==> src/rtl/elastic_pipe.sv <==
// Elastic pipeline register chain with valid/ready handshake, synchronous flush and
// an occupancy count. Each of P_DEPTH stages holds one word. A stage advances when it
// is empty or when its downstream neighbour advances.
// Optional macro ELASTIC_PIPE_SKID_EN adds a one-entry input skid buffer. The buffer
// registers in_ready and raises capacity to P_DEPTH+1.
module elastic_pipe #(
  parameter int unsigned P_NBITS = 32,
  parameter int unsigned P_DEPTH = 2,
  parameter int unsigned P_CNTW  = $clog2(P_DEPTH + 2)
) (
  input  logic               clk,
  input  logic               rst,
  input  logic               flush,
  input  logic               in_valid,
  output logic               in_ready,
  input  logic [P_NBITS-1:0] in_data,
  output logic               out_valid,
  input  logic               out_ready,
  output logic [P_NBITS-1:0] out_data,
  output logic [P_CNTW-1:0]  count
);

  logic [P_DEPTH-1:0] v_q, v_d;
  logic [P_NBITS-1:0] d_q [P_DEPTH];
  logic [P_NBITS-1:0] d_d [P_DEPTH];
  logic [P_CNTW-1:0]  count_q, count_d;
  logic [P_DEPTH-1:0] rdy;
  logic               s0_v;
  logic [P_NBITS-1:0] s0_d;
  logic               acc, emit;

  // Ready chain: a stage can load if it, or any stage below it, is empty, or if the sink
  // is ready.
  always_comb begin
    logic r;
    r = out_ready;
    for (int i = P_DEPTH - 1; i >= 0; i--) begin
      r      = r || !v_q[i];
      rdy[i] = r;
    end
  end

`ifdef ELASTIC_PIPE_SKID_EN
  logic               sv_q, sv_d;
  logic [P_NBITS-1:0] sd_q, sd_d;

  assign in_ready = !sv_q;

  // Stage-0 source selection and skid update. A held skid word has priority over new input.
  always_comb begin
    s0_v = sv_q ? 1'b1 : in_valid;
    s0_d = sv_q ? sd_q : in_data;
    sv_d = sv_q;
    sd_d = sd_q;
    if (sv_q) begin
      if (rdy[0]) sv_d = 1'b0;
    end else if (in_valid && !rdy[0]) begin
      sv_d = 1'b1;
      sd_d = in_data;
    end
    if (flush) begin
      sv_d = 1'b0;
      sd_d = '0;
    end
  end

  // Skid register
  always_ff @(posedge clk or posedge rst) begin
    if (rst) begin
      sv_q <= 1'b0;
      sd_q <= '0;
    end else begin
      sv_q <= sv_d;
      sd_q <= sd_d;
    end
  end
`else
  assign in_ready = rdy[0];

  // Stage 0 loads directly from the input.
  always_comb begin
    s0_v = in_valid;
    s0_d = in_data;
  end
`endif

  assign acc       = in_valid && in_ready;
  assign emit      = out_valid && out_ready;
  assign out_valid = v_q[P_DEPTH-1];
  assign out_data  = d_q[P_DEPTH-1];
  assign count     = count_q;

  // Next state for the stages and the counter. Data holds when the source is invalid,
  // which saves toggles. Flush overrides every other rule.
  always_comb begin
    v_d = v_q;
    d_d = d_q;
    if (rdy[0]) begin
      v_d[0] = s0_v;
      if (s0_v) d_d[0] = s0_d;
    end
    for (int i = 1; i < P_DEPTH; i++) begin
      if (rdy[i]) begin
        v_d[i] = v_q[i-1];
        if (v_q[i-1]) d_d[i] = d_q[i-1];
      end
    end
    count_d = count_q + P_CNTW'(acc) - P_CNTW'(emit);
    if (flush) begin
      v_d     = '0;
      count_d = '0;
      for (int i = 0; i < P_DEPTH; i++) d_d[i] = '0;
    end
  end

  // Stage and counter registers
  always_ff @(posedge clk or posedge rst) begin
    if (rst) begin
      v_q     <= '0;
      count_q <= '0;
      for (int i = 0; i < P_DEPTH; i++) d_q[i] <= '0;
    end else begin
      v_q     <= v_d;
      count_q <= count_d;
      for (int i = 0; i < P_DEPTH; i++) d_q[i] <= d_d[i];
    end
  end

endmodule

==> config.mk <==
export PLATFORM = sky130hd
export DESIGN_NAME = elastic_pipe
export DESIGN_NICKNAME = d
export VERILOG_FILES = /design/src/rtl/elastic_pipe.sv
export SDC_FILE = /design/constraint.sdc
export NUM_CORES = 1
export LEC_CHECK = 0
export ABC_AREA = 1
export CORE_MARGIN = 10
export CORE_UTILIZATION = 52
export CTS_BUF_LIST = sky130_fd_sc_hd__clkbuf_4 sky130_fd_sc_hd__clkbuf_8
export CTS_CLUSTER_SIZE = 16
export DETAILED_ROUTE_END_ITERATION = 6
export GPL_ROUTABILITY_DRIVEN = 0
export GPL_TIMING_DRIVEN = 0
export PLACE_DENSITY = 0.83
export SETUP_SLACK_MARGIN = 0.05
export SLEW_MARGIN = 20
export SYNTH_ARGS = -nofsm -noshare
export SYNTH_HDL_FRONTEND = slang
export SYNTH_SLANG_ARGS = --single-unit
==> constraint.sdc <==
create_clock -name clk -period 2.1 [get_ports clk]
set_input_delay 0.21 -clock clk [delete_from_list [all_inputs] [get_ports clk]]
set_output_delay 0.21 -clock clk [all_outputs]
set_load 0.03 [all_outputs]
Word level (Yosys, flattened, before mapping)
Index checks and enable logic that the tools add are counted.
- bits of input ports: 37
- bits in writable memories: 0
- output and inout port bits: 36
- register bits: 68
- memories kept: 0
- latch bits: 0
- ROM bits: 0
- logic and storage cells: 28
- multipliers: 0
- shifts and indexed selects: 0
- order comparisons: 0
- add/subtract/negate cells: 2
- div/mod/pow operators: 0
- bitwise gates (word level): 0
- eq/ne operators: 0
- muxes and demuxes: 9
- reductions and logical operators: 12
- operators by type and width (kind ; number):
    $mux W32 ; 4
    $mux W64 ; 1
    $reduce_bool A2 Y1 ; 4
    $mux W2 ; 2
    $reduce_and A2 Y1 ; 2
    $add A2 B1 Y2 ; 1
    $logic_and A1 B1 Y1 ; 2
    $logic_not A1 Y1 ; 2
    $logic_or A1 B1 Y1 ; 2
    $mux W1 ; 2
    $sub A2 B1 Y2 ; 1

Depth between registers and ports, before layout
Gate-level depths: netlist (run 1).
- word-level depth: 7
- gate-level depth with buffers: 10
- gate-level depth less buffers: 9

Least setup slack after synthesis (run 1)
No wires, ideal clock.
- kind: reg-to-reg
- start point: register v_q[1]
- end point: register count_q[1] (netlist: count[1])
- cell stages (with the launch flop): 10
- arrival: 1.603 ns
- clock period less this slack: 1.722 ns
- setup time: 0.119 ns
- buffers on the path: 1
- required time: 1.981 ns
- slack: 0.378 ns
- cells stage by stage: dfrtp_1 nand3_2 nand2_2 buf_4 ha_1 inv_1 ha_1 nand3_1 nand2_1 nor2_1
- word-level cells in the longest chain between the ends: 7
- elaborated cells between the ends (all ways): 8
- those cells by class: add/sub: 2; mux: 1; reduce/logical: 5
- RTL lines (element ; line ; text):
    from (decl) ; 23 ; logic [P_DEPTH-1:0] v_q, v_d;
    from (signal assigned) ; 123 ; v_q <= v_d;
    $logic_not A1 Y1 ; 38 ; r = r || !v_q[i];
    $logic_or A1 B1 Y1 (2 in a row) ; 38 ;
    $logic_and A1 B1 Y1 ; 87 ; assign acc = in_valid && in_ready;
    $add A2 B1 Y2 ; 108 ; count_d = count_q + P_CNTW'(acc) - P_CNTW'(emit);
    $sub A2 B1 Y2 (*) ; 108 ;
    $mux W2 (*) ; 109 ; if (flush) begin
    named net count_d[1] ; 26 ; logic [P_CNTW-1:0] count_q, count_d;
    to (signal assigned) ; 124 ; count_q <= count_d;
    to (decl) ; 26 ;
The timed path passes the listed nets; every way through them passes the cells marked *.
A chain may end at the register's enable or synchronous reset.

Worst setup path in the final report (run 1)
- start point: register v_q[1]
- end point: output in_ready
- word-level cells in the longest chain between the ends: 3
- RTL lines (element ; line ; text):
    $logic_not A1 Y1 ; 38 ;
    $logic_or A1 B1 Y1 (2 in a row) ; 38 ;
    to (decl) ; 15 ; output logic in_ready,
Every way passes these cells.

==> results of run 1 <==
-- final cells by class --
| cell class | count | area (um^2) | area share (%) |
|---|---|---|---|
| flip-flops and latches | 68 | 1702 | 41.17 |
| multi-input cells | 177 | 902.1 | 21.83 |
| repair buffers | 72 | 729.5 | 17.65 |
| plain buffers | 58 | 361.6 | 8.750 |
| inverters | 40 | 152.6 | 3.694 |
| clock buffers | 11 | 138.9 | 3.361 |
| well taps | 75 | 93.84 | 2.271 |
| clock inverters | 5 | 52.55 | 1.272 |
-- sequential cells by signal, summed over array words and instances, names as in the netlist --
signal    flops
count         2
d_q          32
v_q           2
out_data     32
-- how the worst max path moves through the flow --
stage                           to  slack, ns  cells after the start
6_report                  in_ready       0.24                      3
5_1_grt         count[1]$_DFF_PP0_       0.12                      9
4_1_cts                   in_ready       0.22                      3
3_5_place_dp    count[1]$_DFF_PP0_     -0.008                     10
3_3_place_gp   d_q[63]$_DFFE_PP0P_      -0.87                      2
2_1_floorplan   count[0]$_DFF_PP0_       0.18                      1
-- power groups by stage --
stage / registers (uW) / clock network, uW / logic [uW]
finish: 1400 / 1050 / 381
global route: 1410 / 1120 / 419
CTS: 1400 / 1060 / 385
detailed placement: 1430 / 0 / 384
global placement: 1420 / 0 / 369
floorplan: 1430 / 0 / 207
-- per-layer routing --
metal	vias up	global-route usage (%)	part of all wire (%)
li1	1278	-	-
met1	1230	17.99	41
met2	74	26.98	50
met3	14	4.054	6.5
met4	0	8.949	2.2
met5	-	0	0
-- synth_stat cells (all sizes together) --
cell type   n
o21ai      33
nand3      67
inv        40
ha          2
nand2      39
a21oi       2
nand4      32
buf        47
clkbuf     11
nor2        2
dfrtp      68
-- cells in the final DEF, fill, tap and decap left out, drive strengths merged --
cell / instances
a21oi: 2
buf: 48
bufinv: 1
clkbuf: 22
clkdlybuf4s50: 70
clkinv: 3
clkinvlp: 1
dfrtp: 68
dlygate4sd2: 1
ha: 2
inv: 40
nand2: 39
nand3: 67
nand4: 32
nor2: 2
o21ai: 33
-- cells by family after synthesis --
kind of cell	count (synthesis)	share of synthesized area, %
simple gates	140	22.53
buf+inv	98	16.43
flops	68	54.62
compound gates	35	5.623
fa+ha+maj	2	0.8031
-- worst reg2reg max path: cells and delay by family (launching register included) --
kind	cells	cell delay [ns]
simple gates	5	0.60
fa+ha+maj	2	0.40
flops	1	0.41
buf+inv	2	0.27
-- metrics by stage --
stage	total power [uW]	utilization [%]	hold slack [ns]
after detailed placement	1809	66.99	0.4902
after CTS	2850	70.22	0.1765
final	2828	70.22	0.1858
after floorplan	1635	-	0.2731
after global placement	1791	66.60	0.4847
after global routing	2944	70.22	0.2105
-- what timing repair did --
action,4_1_cts,5_1_grt
endpoints found under the hold margin,0,0
setup buffers,0,0
hold buffers,0,0
gates resized for setup,1,0
setup endpoints to repair,1,0
==> impl_metrics.py, run 1 <==
metrics = {
    "power_and_ir_drop": {
        "swShare_pct": 25.61,
        "p_switching_uw": 724.0,
        "cellPowerDensity_nw_per_um2": 684.2,
        "intPower_uw": 2104,
        "seq_power_share_pct": 49.5,
        "p_clk_share_pct": 37.0,
        "peakVddDrop_mv": 0.4178,
        "p_comb_share_pct": 13.5,
        "leakage_uw": 0.001992,
    },
    "timing": {
        "finClkSkew_ns": 0.007402,
        "relSlewSlack_pct": 67.10,
        "min_period_ns": 1.858,
        "maxSlewViolCount": 0,
        "worstMarginPinSlew_ns": 0.4935,
        "finalWorstSetupSlack_ns": 0.2422,
        "min_period_over_period_pct": 88.47,
        "finalSetupTns_ns": 0,
        "finalSetupViolations": 0,
        "fmax_mhz": 538.3,
        "finalHoldViolCount": 0,
        "rsz0062_at_grt": "no",
    },
    "layout": {
        "fin_area_um2": 4133,
        "final_nets": 465,
        "fin_cells": 506,
        "final_layout_size_suffix_gt1_share_pct": 15.55,
        "area_growth_pct": 32.65,
        "antenna_cells": 0,
        "nFillCells": 471,
    },
    "global_route": {
        "grt_first_pass_wirelength_mm": 12.48,
        "grt_remaining_overflow": 0,
        "grt.total_usage_pct": 16.01,
        "grt_max_degree": 43,
        "antenna_found_initial": 0,
        "first_global_vias": 2659,
    },
    "yosys": {
        "ys_warn_count": 0,
        "synth_top_area_share_pct": 54.62,
        "ys_ff_latch": 68,
        "synth_cell_types": 17,
        "syn-instance-count": 343,
        "syn-num-nets": 382,
        "syn_area_um2": 3115,
        "avgSynthCellArea_um2": 9.083,
        "yosysTopAreaCell": "dfrtp_1",
        "yosysSeqAreaShare_pct": 54.62,
        "synth_area_leaders": "dfrtp_1 55%, nand3_1 10%, buf_4 8.4%, nand4_1 6.4%, o21ai_0 5.0%",
    },
    "run": {
        "drv_cap": 0,
    },
    "critical_path": {
        "arrival_ns": 1.65,
        "reg2reg_depth": 9,
        "cp-end-kind": "output port",
        "path_buf_inv": 2,
        "cp_cell_sequence": "nand3_2 > buf_2 > dlygate4sd2_1",
        "cp-start-kind": "flip-flop",
        "critPathMaxFanout": 10,
        "path_delay_family": "buffers and inverters",
        "r2r_end": "count[1]$_DFF_PP0_",
        "worstSetupStartpoint": "v_q[1]$_DFFE_PP0P_",
        "critPathSlowestCell": "dfrtp_1",
        "r2r_setup_slack_ns": 0.30,
        "reg2reg_from": "v_q[1]$_DFFE_PP0P_",
        "cp.required_ns": 1.89,
        "slowest_delay_ns": 0.43,
        "path_class": "flip-flop to output port",
    },
    "floorplan": {
        "die_area_um2": 9488,
        "core_area_um2": 5886,
        "die_h_um": 97.41,
        "dieWidth_um": 97.41,
        "start_util_pct": 52.93,
        "pin_count": 73,
        "fp-row-count": 28,
    },
    "clock_network": {
        "clk_pin_slew_ns": 0.07,
        "clock_sinks": 68,
        "cts-root-buf": "clkbuf_8",
        "cts_tree": "yes",
        "max-clock-path-buffers": 2,
        "cts-buffers-inserted": 9,
        "cts_max_level": 3,
        "clock_latency_ns": 0.34,
    },
    "detailed_routing": {
        "wire_per_inst_um": 14.85,
        "vias": 2596,
        "drt_iter0_drc": 117,
        "drtPass1Iterations": 4,
        "vias_per_cell": 5.130,
        "drt-total-wl_mm": 7.515,
        "drcViolationCount": 0,
        "drtAntennaViolNets": 0,
    },
    "outcome": {
        "status": "finished, final reports clean",
    },
    "placed_design": {
        "io_buffer_count": 71,
        "dp_slack_ns": -0.007652,
        "dp.cells": 490,
        "dpl_cell_area_um2": 3943,
        "hpwl_mm": 5.634,
    },
    "min_path": {
        "hold_class": "input port to asynchronous set/reset pin",
    },
}
No activity file was read; power rests on OpenSTA's default activity.
==> run 2: changes to the inputs <==
--- a/config.mk
+++ b/config.mk
@@ -12,7 +12,6 @@
 export CTS_CLUSTER_SIZE = 16
 export DETAILED_ROUTE_END_ITERATION = 6
 export GPL_ROUTABILITY_DRIVEN = 0
-export GPL_TIMING_DRIVEN = 0
 export PLACE_DENSITY = 0.83
 export SETUP_SLACK_MARGIN = 0.05
 export SLEW_MARGIN = 20
==> impl_metrics.py, run 2 (synthesized netlist as in run 1, its figures left out) <==
metrics = {
    "outcome": {
        "status": "finished, final reports clean",
    },
    "global_route": {
        "first_global_vias": 2332,
        "grt_use_met3_pct": 4.694,
        "busiest_layer": "met2",
        "grt_first_pass_wirelength_mm": 11.47,
        "globalRouteMet2Util_pct": 23.25,
        "grt_max_degree": 98,
        "grt_remaining_overflow": 0,
        "antenna_found_initial": 0,
        "use_met1_pct": 17.72,
        "grt.total_usage_pct": 14.80,
    },
    "placed_design": {
        "hpwl_mm": 4.548,
        "dp.cells": 439,
        "io_buffer_count": 72,
        "dp_slack_ns": 0.2871,
    },
    "critical_path": {
        "cp-end-kind": "output port",
        "critPathSlowestCell": "clkdlybuf4s50_1",
        "critPathMaxFanout": 4,
        "cp-start-kind": "flip-flop",
        "cp.required_ns": 1.89,
        "slowest_delay_ns": 0.69,
        "cp_cell_sequence": "nand3_2 > clkdlybuf4s50_1",
        "path_class": "flip-flop to output port",
        "arrival_ns": 1.59,
    },
    "layout": {
        "fin_cells": 453,
        "mostFrequentLayoutCell": "clkdlybuf4s50_1",
        "final_cell_mix": "72 x clkdlybuf4s50_1, 68 x dfrtp_1, 65 x nand3_1",
        "nFillCells": 516,
        "final_layout_size_suffix_gt1_share_pct": 6.878,
        "final_nets": 414,
        "antenna_cells": 0,
        "area_growth_pct": 22.17,
    },
    "detailed_routing": {
        "vias": 2396,
        "wire_per_inst_um": 15.29,
        "drcViolationCount": 0,
        "drtPass1Iterations": 4,
        "vias_per_cell": 5.289,
        "drt_iter0_drc": 130,
        "drt-total-wl_mm": 6.925,
        "drtAntennaViolNets": 0,
    },
    "clock_network": {
        "cts-root-buf": "clkbuf_8",
        "cts-buffers-inserted": 9,
        "cts_tree": "yes",
        "clock_latency_ns": 0.34,
        "ctsHoldBuffers": 0,
        "post_cts_buffers": 0,
        "max-clock-path-buffers": 2,
        "cts-resized-gates": 0,
        "clk_pin_slew_ns": 0.07,
        "cts_max_level": 3,
        "clock_sinks": 68,
    },
    "timing": {
        "timing.hold.ws_ns": 0.2546,
        "finalWorstSetupSlack_ns": 0.2961,
        "finalSetupTns_ns": 0,
        "fmax_mhz": 554.3,
        "min_period_ns": 1.804,
        "finClkSkew_ns": 0.003799,
        "finalHoldViolCount": 0,
        "finalSetupViolations": 0,
        "worstMarginPinSlew_ns": 0.5701,
        "rsz0062_at_grt": "no",
        "maxSlewViolCount": 0,
        "min_period_over_period_pct": 85.90,
        "relSlewSlack_pct": 61.95,
    },
    "floorplan": {
        "start_util_pct": 52.93,
        "core_area_um2": 5886,
        "fp-row-count": 28,
        "die_h_um": 97.41,
        "pin_count": 73,
        "dieWidth_um": 97.41,
        "die_area_um2": 9488,
    },
    "min_path": {
        "hold_class": "input port to asynchronous set/reset pin",
    },
    "power_and_ir_drop": {
        "total_power_uw": 2658,
        "cellPowerDensity_nw_per_um2": 698.3,
        "peakVddDrop_mv": 0.5348,
        "leakage_uw": 0.001780,
    },
    "run": {
        "drv_cap": 0,
    },
}
run 2: through the flow:
| stage | cell area [um^2] | util, % |
|---|---|---|
| CTS | 3806 | 64.67 |
| floorplan | 3115 | - |
| global placement | 3646 | 61.95 |
| detailed placement | 3646 | 61.95 |
| global route | 3806 | 64.67 |
| finish | 3806 | 64.67 |
run 2: cell type report:
type                       instances  area, um^2  share of cell area [%]
clock inverter                     3       15.01                  0.3945
multi-input combinational        177       902.1                   23.70
clock buffer                      11       145.1                   3.813
inverter                          40       150.1                   3.945
tap                               75       93.84                   2.465
sequential                        68        1702                   44.71
timing repair buffer              79       798.3                   20.97
run 2: path summary, 6_finish.rpt:
path	cells after the start	endpoint	slack, ns	startpoint
worst min-delay path	3	out_data[16]$_DFFE_PP0P_	0.25	rst
worst min register to register	2	d_q[35]$_DFFE_PP0P_	0.50	d_q[35]$_DFFE_PP0P_
max in group asynchronous	3	out_data[0]$_DFFE_PP0P_	1.54	rst
worst max-delay path	2	in_ready	0.30	v_q[1]$_DFFE_PP0P_
min in group clk	3	d_q[60]$_DFFE_PP0P_	0.43	in_data[28]
worst max register to register	3	out_data[31]$_DFFE_PP0P_	0.60	v_q[1]$_DFFE_PP0P_
run 2: critical path, delay by kind of cell, from the launching register on:
family,cells,cell delay [ns]
flops,1,0.42
simple gates,1,0.14
buf+inv,1,0.69
run 2: routing by layer:
layer / wire length [um] / vias up / part of all wire, %
met5: 0 / - / 0
met4: 168 / 0 / 2.4
met3: 457 / 13 / 6.6
met2: 3327 / 74 / 48
met1: 2971 / 1137 / 43
li1: - / 1172 / -
run 2: power by group:
part	switching (uW)	total, uW	internal, uW	leakage [uW]
registers	32.9	1400	1370	0.000922
clock network	456	910	454	0.0000882
logic	200	348	148	0.000770
==> run 3: changes to the inputs <==
--- a/config.mk
+++ b/config.mk
@@ -6,6 +6,7 @@
 export NUM_CORES = 1
 export LEC_CHECK = 0
 export ABC_AREA = 1
+export CAP_MARGIN = 10
 export CORE_MARGIN = 10
 export CORE_UTILIZATION = 52
 export CTS_BUF_LIST = sky130_fd_sc_hd__clkbuf_4 sky130_fd_sc_hd__clkbuf_8
==> results of run 3 <==
No change in the layout: final DEF, timing and power equal those of run 2.
